<file path="src/rtl/serial_deserializer_pkg.sv">
// -----------------------------------------------------------------------------
// serial_deserializer_pkg
// Shared constants for the serial-to-parallel deserializer.
//   SD_DATA_WIDTH : default assembled word width
//   CNT_W         : bit counter width for the default word width
//   cnt_w()       : counter width for an arbitrary word width
// -----------------------------------------------------------------------------
package serial_deserializer_pkg;

    localparam int SD_DATA_WIDTH = 32;
    localparam int CNT_W         = $clog2(SD_DATA_WIDTH);

    function automatic int cnt_w(input int width);
        return $clog2(width);
    endfunction

endpackage

</file>
<file path="src/rtl/serial_deserializer.sv">
// -----------------------------------------------------------------------------
// serial_deserializer
// Assembles a serial bit stream into DATA_WIDTH-bit words with a
// valid/ready handshake on both sides.
//   clk        : clock, rising edge
//   reset      : asynchronous active-high reset
//   clear      : synchronous discard of the partial word (output untouched)
//   din        : serial data bit
//   din_valid  : din carries a bit this cycle
//   din_ready  : block accepts din this cycle
//   dout       : assembled word
//   dout_valid : dout holds a complete word
//   dout_ready : downstream takes dout this cycle
//   bit_count  : number of bits held in the partial word
// -----------------------------------------------------------------------------
module serial_deserializer
    import serial_deserializer_pkg::*;
#(
    parameter int DATA_WIDTH = SD_DATA_WIDTH,
    parameter int MSB_FIRST  = 1
) (
    input  logic                            clk,
    input  logic                            reset,
    input  logic                            clear,
    input  logic                            din,
    input  logic                            din_valid,
    output logic                            din_ready,
    output logic [DATA_WIDTH-1:0]           dout,
    output logic                            dout_valid,
    input  logic                            dout_ready,
    output logic [$clog2(DATA_WIDTH)-1:0]   bit_count
);

    localparam int              BC_W     = cnt_w(DATA_WIDTH);
    localparam logic [BC_W-1:0] LAST_IDX = BC_W'(DATA_WIDTH - 1);

    logic [DATA_WIDTH-1:0] r_shift;
    logic [DATA_WIDTH-1:0] r_dout;
    logic [BC_W-1:0]       r_count;
    logic                  r_dout_valid;

    logic                  w_last;
    logic                  w_stall;
    logic                  w_accept;
    logic                  w_complete;
    logic [DATA_WIDTH-1:0] w_shift_nxt;

    // Only the word-completing bit can be blocked: it needs the output
    // register, which is still occupied unless downstream takes it now.
    assign w_last     = (r_count == LAST_IDX);
    assign w_stall    = w_last && r_dout_valid && !dout_ready;
    assign w_accept   = din_valid && !w_stall && !clear;
    assign w_complete = w_accept && w_last;

    // After DATA_WIDTH shifts the first bit has walked to the far end,
    // which is dout[DATA_WIDTH-1] for MSB-first and dout[0] for LSB-first.
    generate
        if (MSB_FIRST != 0) begin : g_msb
            assign w_shift_nxt = {r_shift[DATA_WIDTH-2:0], din};
        end else begin : g_lsb
            assign w_shift_nxt = {din, r_shift[DATA_WIDTH-1:1]};
        end
    endgenerate

    // Partial word and counter
    always_ff @(posedge clk or posedge reset) begin
        if (reset) begin
            r_shift <= '0;
            r_count <= '0;
        end else if (clear) begin
            r_shift <= '0;
            r_count <= '0;
        end else if (w_accept) begin
            r_shift <= w_shift_nxt;
            r_count <= w_last ? '0 : r_count + BC_W'(1);
        end
    end

    // Output register: a completing word wins over a plain handshake so a
    // take and a load on the same edge leave dout_valid high.
    always_ff @(posedge clk or posedge reset) begin
        if (reset) begin
            r_dout       <= '0;
            r_dout_valid <= 1'b0;
        end else if (w_complete) begin
            r_dout       <= w_shift_nxt;
            r_dout_valid <= 1'b1;
        end else if (r_dout_valid && dout_ready) begin
            r_dout_valid <= 1'b0;
        end
    end

    assign din_ready  = !w_stall;
    assign dout       = r_dout;
    assign dout_valid = r_dout_valid;
    assign bit_count  = r_count;

endmodule
</file>
<file path="config.mk">
export PLATFORM = sky130hd
export DESIGN_NAME = serial_deserializer
export DESIGN_NICKNAME = d
export VERILOG_FILES = /design/src/rtl/serial_deserializer_pkg.sv /design/src/rtl/serial_deserializer.sv
export SDC_FILE = /design/constraint.sdc
export NUM_CORES = 1
export LEC_CHECK = 0
export BUFFER_PORTS_ARGS = -buffer_cell sky130_fd_sc_hd__buf_2
export CORE_UTILIZATION = 39
export CTS_BUF_LIST = sky130_fd_sc_hd__clkbuf_16
export CTS_CLUSTER_SIZE = 30
export DETAILED_ROUTE_END_ITERATION = 12
export SYNTH_ARGS = -nofsm -noshare
export SYNTH_HDL_FRONTEND = slang
export SYNTH_SLANG_ARGS = --single-unit
export TNS_END_PERCENT = 20
</file>
<file path="constraint.sdc">
create_clock -name clk -period 3.8 [get_ports clk]
set_clock_uncertainty 0.15 [all_clocks]
set_input_delay 0.38 -clock clk [delete_from_list [all_inputs] [get_ports clk]]
set_output_delay 0.38 -clock clk [all_outputs]
set_load 0.02 [all_outputs]
</file>
======== Yosys cells after proc, flatten, opt, wreduce, memory -nomap -nowiden ========
Cells that the tools add are included.
operators by class
  reductions and logical operators ........ 11
  muxes and demuxes ....................... 7
  add/sub/neg operators ................... 1
  eq/ne operators ......................... 1
operators by type and width
  cell                   number
  $mux W31               2
  $mux W5                3
  $logic_and A1 B1 Y1    6
  $add A5 B1 Y5 const B  1
  $eq A5 B5 Y1 const B   1
  $reduce_bool A2 Y1     2
  $logic_not A1 Y1       3
  $mux W1                2
word-level totals
  word-level logic and storage cells ...... 24
  input port bits ......................... 6
  register bits after elaboration ......... 69
  output and inout bits ................... 39

======== Logic depth before layout (Yosys ltp) ========
Gate-level depths: netlist (run 1).
  depth in word-level cells ............... 8
  gate-level depth with buffers ........... 7
  depth with buffers taken out ............ 6

======== Worst setup path before layout (run 1) ========
Ideal clock, no wire load.
  kind .................................... reg2reg
  start ................................... register r_count[0], in the netlist bit_count[0]
  end ..................................... register r_count[3], in the netlist bit_count[3]
  clock period less this slack ............ 2.230 ns
  setup slack ............................. 1.570 ns
  data required time ...................... 3.584 ns
  buffers on the path ..................... 1
  arrival ................................. 2.014 ns
  cell stages (with the launch flop) ...... 8
  setup time .............................. 0.066 ns
  cell sequence ........................... dfrtp_1 ha_1 and3_1 ha_1 nand3b_1 a21oi_2 buf_2 a22o_1
between the ends
  word-level cells in the longest chain between the ends .. 7
  elaborated cells between the ends (all ways) .. 11
  classes of those cells .................. 1 x add/sub; 1 x eq/ne; 3 x mux; 6 x reduce/logical
ends and longest elaborated chain
  item                                 line                       text
  start: declaration                   serial_deserializer.sv:39  logic [BC_W-1:0] r_count;
  start signal: assignment             serial_deserializer.sv:75  r_count <= w_last ? '0 : r_count + BC_W'(1);
  $eq A5 B5 Y1                         serial_deserializer.sv:50  assign w_last = (r_count == LAST_IDX);
  $logic_and A1 B1 Y1 (2 in a row)     serial_deserializer.sv:51  assign w_stall = w_last && r_dout_valid && !dout_ready;
  $logic_not A1 Y1                     --
  via din_ready                        serial_deserializer.sv:27  output logic din_ready,
  $logic_and A1 B1 Y1 (2 in a row)     serial_deserializer.sv:52  assign w_accept = din_valid && !w_stall && !clear;
  $reduce_bool A2 Y1 (no source line)  --
The timed path passes the listed nets, and every way through them passes these cells. The select of a mux whose other input is x is not followed.
A chain may end at the register's enable or synchronous reset.

======== Worst setup path in the final report (run 1) ========
  start ................................... register r_count[1], in the netlist bit_count[1]
  end ..................................... register r_dout[4], in the netlist dout[4]
between the ends
  word-level cells in the longest chain between the ends .. 7
ends and longest elaborated chain
  item                              line                       text
  $eq A5 B5 Y1 *                    serial_deserializer.sv:50
  $logic_and A1 B1 Y1 (2 in a row)  serial_deserializer.sv:51
  $logic_not A1 Y1                  serial_deserializer.sv:52
  $logic_and A1 B1 Y1 (2 in a row)  serial_deserializer.sv:52
  $logic_and A1 B1 Y1 *             serial_deserializer.sv:53  assign w_complete = w_accept && w_last;
  end signal: assignment            serial_deserializer.sv:86  r_dout <= w_shift_nxt;
  end: declaration                  serial_deserializer.sv:38  logic [DATA_WIDTH-1:0] r_dout;
Every way passes the cells marked *; elsewhere a longest branch is shown, timed or not.

==> reports/metrics.cfg, run 1 <==
[yosys]
netlist_instances=166
yosys_warnings=0
post-synth-top-area-fraction_pct=66.3
syn-cell-area_um2=2610
synth_top_cells_by_area=sky130_fd_sc_hd__dfrtp_1, sky130_fd_sc_hd__mux2_2, sky130_fd_sc_hd__a22o_1
ys_seq_elements=69
synth.largest_area_cell=sky130_fd_sc_hd__dfrtp_1
syn_nets=174
synth.avg_cell_area_um2=15.7
netlist-cell-type-count=21
sequential_to_total_area_share_from_yosys_stat_pct=66.3

[route]
viasPerCell=5.17
routed_wl_um=4530
maxUsedRoutingLayer=met4
detailedRoute.firstPassIterationCount=4
route.detailed.wl_per_inst_um=15.2
drc=0
dr_total_vias=1541
routed-wl-met3_um=221
dr_wl_met2_um=1910
first_iter_violations=60
detail_route.wirelength.met1_um=2320
drt.antenna.violating_nets=0

[setup_path]
worstSetupEndpoint=dout[4]
cpMaxStageDelayCell=sky130_fd_sc_hd__buf_4
critical_path.most_common_cell=sky130_fd_sc_hd__ha_1
r2r_setup_slack_ps=1510
crit_start=bit_count[1]
worst-path-max-fanout=33
r2r-end=dout[4]
crit_path_cell_trace=ha_1 -> and3_1 -> ha_1 -> nor3b_4 -> buf_4 -> mux2_2
buffers_plus_inverters_on_the_worst_setup_path=1
maximum_single_stage_delay_on_the_critical_path_ps=400
worst-endpoint-arrival_ps=2350
cpLargestDelayFamily=adder cells
cp-end-kind=flip-flop
path_depth=6
rr_worst_depth=6
type_of_the_worst_setup_path=flip-flop to flip-flop
category_of_the_worst_setup_path_launch_point=flip-flop
reg2reg_from=bit_count[1]
worst_ep_required_time_ps=3860

[sta]
worst_slack_ps=1510
slew-limit-headroom_pct=52.8
finalWorstPathRequiredPeriod_ps=2290
final-setup-viol-count=0
rsz_0062_raised_after_global_routing=false
clock.fmax_mhz=436
final_min_period_over_clock_period_pct=60.3
setup_total_negative_slack_ps=0
timing.final.max_slew_violations=0
worstMarginPinSlew_ps=707
hold_violations=0

[cts]
cts_hold_repair.buffers=0
cts_resized=0
post-cts-setup-buffers=0
cts-root-buf=sky130_fd_sc_hd__clkbuf_16
cts.sinks=69
clock_input_transition_at_the_sequential_cells_of_the_worst_setup_and_hold_paths_ps=50
cts_max_path_bufs=2
cts.htree.levels=3
tritoncts.num_buffers=9
tritoncts=done
insertion_delay_ps=320

[power]
leakagePower_nw=1.73
peakVddDrop_v=0.000301
power_density_normalized_to_cell_area_nw_per_um2=532
design_power_total_w=0.00172

[floorplan]
coreArea_um2=6390
initial_standard_cell_utilization_of_the_core_pct=40.8
floorplan.die_area_um2=7010
ioPinCount=45
width_of_the_die_um=83.7
die_h_um=83.7
placement_rows=29

[final_layout]
area_delta_synth_final_pct=24.0
fin_cells=298
post_route_cells_drive_above_1_share_pct=43.9
finalNetCount=224
antennaDiodeCount=0
fraction_of_the_core_area_covered_by_cells_at_the_end_of_the_flow_pct=50.6
fillCellCount=556

[placed_design]
dpl.cell_count=282
detailedPlacementHpwl_um=2720
pre_cts_slack_ps=1500
finalWeightedCongestion=0.723
buffer_ports.inserted=44

[global_routing]
grt_pass1_vias=1478
grt_pass1_wl_um=7770
grt_antenna_before_repair=0
grt_util_all_layers_pct=14.4
gr-total-overflow=0
maximum_number_of_pins_on_one_net_before_global_route_repair=37

[flow_run]
max_cap_viol_count=0

[hold_path]
worst_hold_path_type=input pin to asynchronous set/reset pin

[status]
run_status=finished clean

layout make-up:
type                    instances  area [µm²]  share of cell area, %
flip-flops and latches         69        1730                   53.4
multi-input cells              86         812                   25.1
repair buffers                 48         250                   7.75
clock buffers                   9         225                   6.97
clock inverters                 7         113                   3.49
well taps                      77        96.3                   2.98
inverters                       2        7.51                  0.232
worst min path at each step:
stage,startpoint,endpoint,slack [ps],depth (start not counted)
detailed placement,dout[29],dout[29],320,1
global route,reset,r_shift[19],80,2
floorplan,clear,bit_count[2],290,1
finish,reset,dout[15],20,2
CTS,reset,dout[17],40,2
global placement,dout[17],dout[17],320,1
report_power, final:
part,switching (W),total (W),internal [W]
sequential,0.00000288,0.000741,0.000738
clock,0.000296,0.000934,0.000638
combinational,0.0000329,0.0000427,0.00000980
metal layers:
layer	up-vias	global-route usage, %
met2	35	19.6
li1	718	-
met5	-	0
met3	11	6.23
met1	777	20.2
met4	0	5.86
synthesized netlist by cell type:
cell                       instances
sky130_fd_sc_hd__buf_6             3
sky130_fd_sc_hd__nand3_1           3
sky130_fd_sc_hd__a31oi_1           1
sky130_fd_sc_hd__buf_2             6
sky130_fd_sc_hd__dfrtp_1          69
sky130_fd_sc_hd__a22o_1           34
sky130_fd_sc_hd__nor3b_4           1
sky130_fd_sc_hd__nand2b_1          1
sky130_fd_sc_hd__a21oi_2           1
sky130_fd_sc_hd__ha_1              2
sky130_fd_sc_hd__or2_2             1
sky130_fd_sc_hd__xnor2_1           1
sky130_fd_sc_hd__and3_1            1
sky130_fd_sc_hd__nor2_1            3
sky130_fd_sc_hd__nand3b_1          1
sky130_fd_sc_hd__inv_1             2
sky130_fd_sc_hd__nor2b_2           1
sky130_fd_sc_hd__o21ai_0           1
sky130_fd_sc_hd__mux2_2           28
sky130_fd_sc_hd__a21oi_1           1
sky130_fd_sc_hd__mux2_1            5
worst reg2reg max path: stages, from the launching register on:
cell	delay (ps)
sky130_fd_sc_hd__dfrtp_1	380
sky130_fd_sc_hd__ha_1	200
sky130_fd_sc_hd__and3_1	160
sky130_fd_sc_hd__ha_1	280
sky130_fd_sc_hd__nor3b_4	210
sky130_fd_sc_hd__buf_4	400
sky130_fd_sc_hd__mux2_2	400
state kept, by name (all words and copies together) (netlist names):
signal and count:
dout 32, r_shift 31, bit_count 5, dout_valid 1
per-stage QoR:
stage               hold WS, ps  area (µm²)
floorplan                   293        2610
global placement            319        2890
detailed placement          324        2890
CTS                        39.8        3230
global route               79.9        3230
finish                     20.8        3230
cell families (layout without fill, tap and decap cells):
| kind of cell | Yosys count | in the layout | share of synthesized area (%) |
|---|---|---|---|
| muxes | 33 | 33 | 14.3 |
| DFF | 69 | 69 | 66.3 |
| adders and majority gates | 2 | 2 | 0.960 |
| xor gates and xnor gates | 1 | 1 | 0.336 |
| AOI/OAI and AO/OA | 38 | 38 | 12.4 |
| buffers and inverters | 11 | 66 | 2.74 |
| and+or+nand+nor | 12 | 12 | 3.07 |
cells in the final DEF (no fill, tap or decap), types with 3 or more instances in the layout:
cell type / Yosys / routed
sky130_fd_sc_hd__mux2_2: 28 / 28
sky130_fd_sc_hd__a22o_1: 34 / 34
sky130_fd_sc_hd__buf_4: 0 / 4
sky130_fd_sc_hd__mux2_1: 5 / 5
sky130_fd_sc_hd__nor2_1: 3 / 3
sky130_fd_sc_hd__dfrtp_1: 69 / 69
sky130_fd_sc_hd__clkbuf_16: 0 / 9
sky130_fd_sc_hd__nand3_1: 3 / 3
sky130_fd_sc_hd__buf_2: 6 / 44
sky130_fd_sc_hd__bufinv_16: 0 / 3
Power figures use the tool's default switching activity.
==> inputs of run 2 (changes only) <==
==> constraint.sdc (replaced) <==
create_clock -name clk -period 2.2 [get_ports clk]
set_clock_uncertainty 0.15 [all_clocks]
set_input_delay 0.22 -clock clk [delete_from_list [all_inputs] [get_ports clk]]
set_output_delay 0.22 -clock clk [all_outputs]
set_load 0.02 [all_outputs]
==> run 2 against run 1 <==
Effect of this change:
- non-clock buffer count up 6
- largest power group unchanged
- clock-buffer cell count unchanged
- highest routed layer unchanged
- largest cell class unchanged
- final area increased by 1.3%
==> reports/metrics.cfg, run 2 (synthesis gave the netlist of run 1 again) <==
[route]
drt.antenna.violating_nets=0  ; unchanged
routed-wl-met3_um=222  ; +0.45%
dr_wl_met2_um=2050  ; +7.2%
drc=0  ; unchanged
detail_route.wirelength.met1_um=2200  ; -4.9%
routed_wl_um=4540  ; +0.33%
first_iter_violations=71  ; +18%
viasPerCell=5.18  ; +0.19%
detailedRoute.firstPassIterationCount=4  ; unchanged
route.detailed.wl_per_inst_um=14.9  ; -1.6%
maxUsedRoutingLayer=met4
dr_total_vias=1575  ; +2.2%

[sta]
clock.fmax_mhz=479
hold_violations=0  ; unchanged
setup_total_negative_slack_ps=0  ; unchanged
final-setup-viol-count=0  ; unchanged
timing.final.max_slew_violations=0  ; unchanged
worstMarginPinSlew_ps=572  ; -135 ps
final_min_period_over_clock_period_pct=94.8
rsz_0062_raised_after_global_routing=false
slew-limit-headroom_pct=61.8  ; +9.0 points
finalWorstPathRequiredPeriod_ps=2090
worst_slack_ps=114  ; -1390 ps

[final_layout]
mostFrequentLayoutCell=sky130_fd_sc_hd__dfrtp_1
fillCellCount=548  ; -1.4%
top_library_cells_by_usage_in_the_layout_fill_and_taps_aside=sky130_fd_sc_hd__dfrtp_1, sky130_fd_sc_hd__buf_2, sky130_fd_sc_hd__a22o_1, sky130_fd_sc_hd__mux2_2, sky130_fd_sc_hd__clkbuf_16
fraction_of_the_core_area_covered_by_cells_at_the_end_of_the_flow_pct=51.3  ; +0.67 points
finalNetCount=230  ; +2.7%
area_delta_synth_final_pct=25.6
post_route_cells_drive_above_1_share_pct=44.1  ; +0.16 points
antennaDiodeCount=0  ; unchanged
largest_reg_flops=32  ; unchanged

[cts]
insertion_delay_ps=320  ; about the same
cts-root-buf=sky130_fd_sc_hd__clkbuf_16
cts_resized=0  ; unchanged
clock_input_transition_at_the_sequential_cells_of_the_worst_setup_and_hold_paths_ps=50  ; about the same
cts.sinks=69  ; unchanged
tritoncts=done
cts_max_path_bufs=2  ; unchanged
cts_hold_repair.buffers=3  ; +3
post-cts-setup-buffers=0  ; unchanged
cts.htree.levels=3  ; unchanged
tritoncts.num_buffers=9  ; unchanged

[setup_path]
category_of_the_worst_setup_path_launch_point=flip-flop
maximum_single_stage_delay_on_the_critical_path_ps=420  ; +20 ps
worst-path-max-fanout=4  ; -88%
crit_path_cell_trace=ha_1 -> and3_1 -> ha_1 -> nand3b_1 -> buf_2
critical_path.most_common_cell=sky130_fd_sc_hd__ha_1
cpLargestDelayFamily=adder cells
cpMaxStageDelayCell=sky130_fd_sc_hd__dfrtp_2
buffers_plus_inverters_on_the_worst_setup_path=1  ; unchanged
cp-end-kind=primary output
type_of_the_worst_setup_path=flip-flop to primary output
worst_ep_required_time_ps=1830  ; -2030 ps
worst-endpoint-arrival_ps=1720  ; -630 ps

[global_routing]
grt_pass1_vias=1575  ; +6.6%
maximum_number_of_pins_on_one_net_before_global_route_repair=36  ; -2.7%
grt_antenna_before_repair=0  ; unchanged
gr-total-overflow=0  ; unchanged
grt_pass1_wl_um=7760  ; -0.18%
grt_util_all_layers_pct=14.5  ; +0.098 points

[placed_design]
buffer_ports.inserted=44  ; unchanged
finalWeightedCongestion=0.763  ; +5.4%
detailedPlacementHpwl_um=2830  ; +3.9%
pre_cts_slack_ps=136  ; -1360 ps

[flow_run]
max_cap_viol_count=0  ; unchanged

[status]
run_status=finished clean

[floorplan]
ioPinCount=45  ; unchanged
placement_rows=29  ; unchanged
width_of_the_die_um=83.7  ; unchanged
die_h_um=83.7  ; unchanged
floorplan.die_area_um2=7010  ; unchanged
coreArea_um2=6390  ; unchanged
initial_standard_cell_utilization_of_the_core_pct=40.8  ; unchanged

[hold_path]
worst_hold_path_type=input pin to flip-flop

[power]
peakVddDrop_v=0.000567  ; +88%
leakagePower_nw=1.74  ; +0.49%
power_density_normalized_to_cell_area_nw_per_um2=830  ; +56%
design_power_total_w=0.00272  ; +58%

## run 2: final cells by class
cell class | instances | area [µm²] | share of cell area, %
Sequential cell | 69 | 1730 | 52.8
Multi-Input combinational cell | 86 | 812 | 24.8
Timing Repair Buffer | 54 | 340 | 10.4
Clock buffer | 9 | 225 | 6.88
Tap cell | 77 | 96.3 | 2.94
Clock inverter | 7 | 58.8 | 1.80
Inverter | 2 | 11.3 | 0.344
## run 2: final timing paths
kind / from / endpoint / slack [ps] / depth (start not counted)
min: din_valid / bit_count[2] / 70 / 3
max reg2reg: bit_count[0] / dout[4] / 150 / 6
max in group asynchronous: reset / r_shift[15] / 950 / 4
max: bit_count[0] / din_ready / 110 / 5
min reg2reg: dout[17] / dout[17] / 330 / 1
min in group asynchronous: reset / r_shift[30] / 350 / 3
## run 2: per-layer routing
metal / vias to the layer above / global-route usage (%)
met5: - / 0
met4: 0 / 7.40
met3: 8 / 5.24
met2: 41 / 21.1
met1: 796 / 19.2
li1: 730 / -
## run 2: through the flow
step	hold WS, ps	area (µm²)	instances
final	67.7	3270	304
after global routing	78.1	3270	304
after global placement	159	2960	285
after CTS	52.8	3270	304
after floorplan	133	2610	166
after detailed placement	166	2960	285
## run 2: tightest hold or removal path, stage by stage
cell and delay [ps]:
sky130_fd_sc_hd__buf_2 130, sky130_fd_sc_hd__nand3_1 80, sky130_fd_sc_hd__a31oi_1 80
## run 2: power breakdown
part / leakage, nW / internal (W) / switching (W) / total (W)
clock: 0.145 / 0.000859 / 0.000489 / 0.00135
sequential: 0.959 / 0.00128 / 0.00000495 / 0.00128
combinational: 0.634 / 0.0000279 / 0.0000599 / 0.0000878
total: 1.74 / 0.00216 / 0.000554 / 0.00272
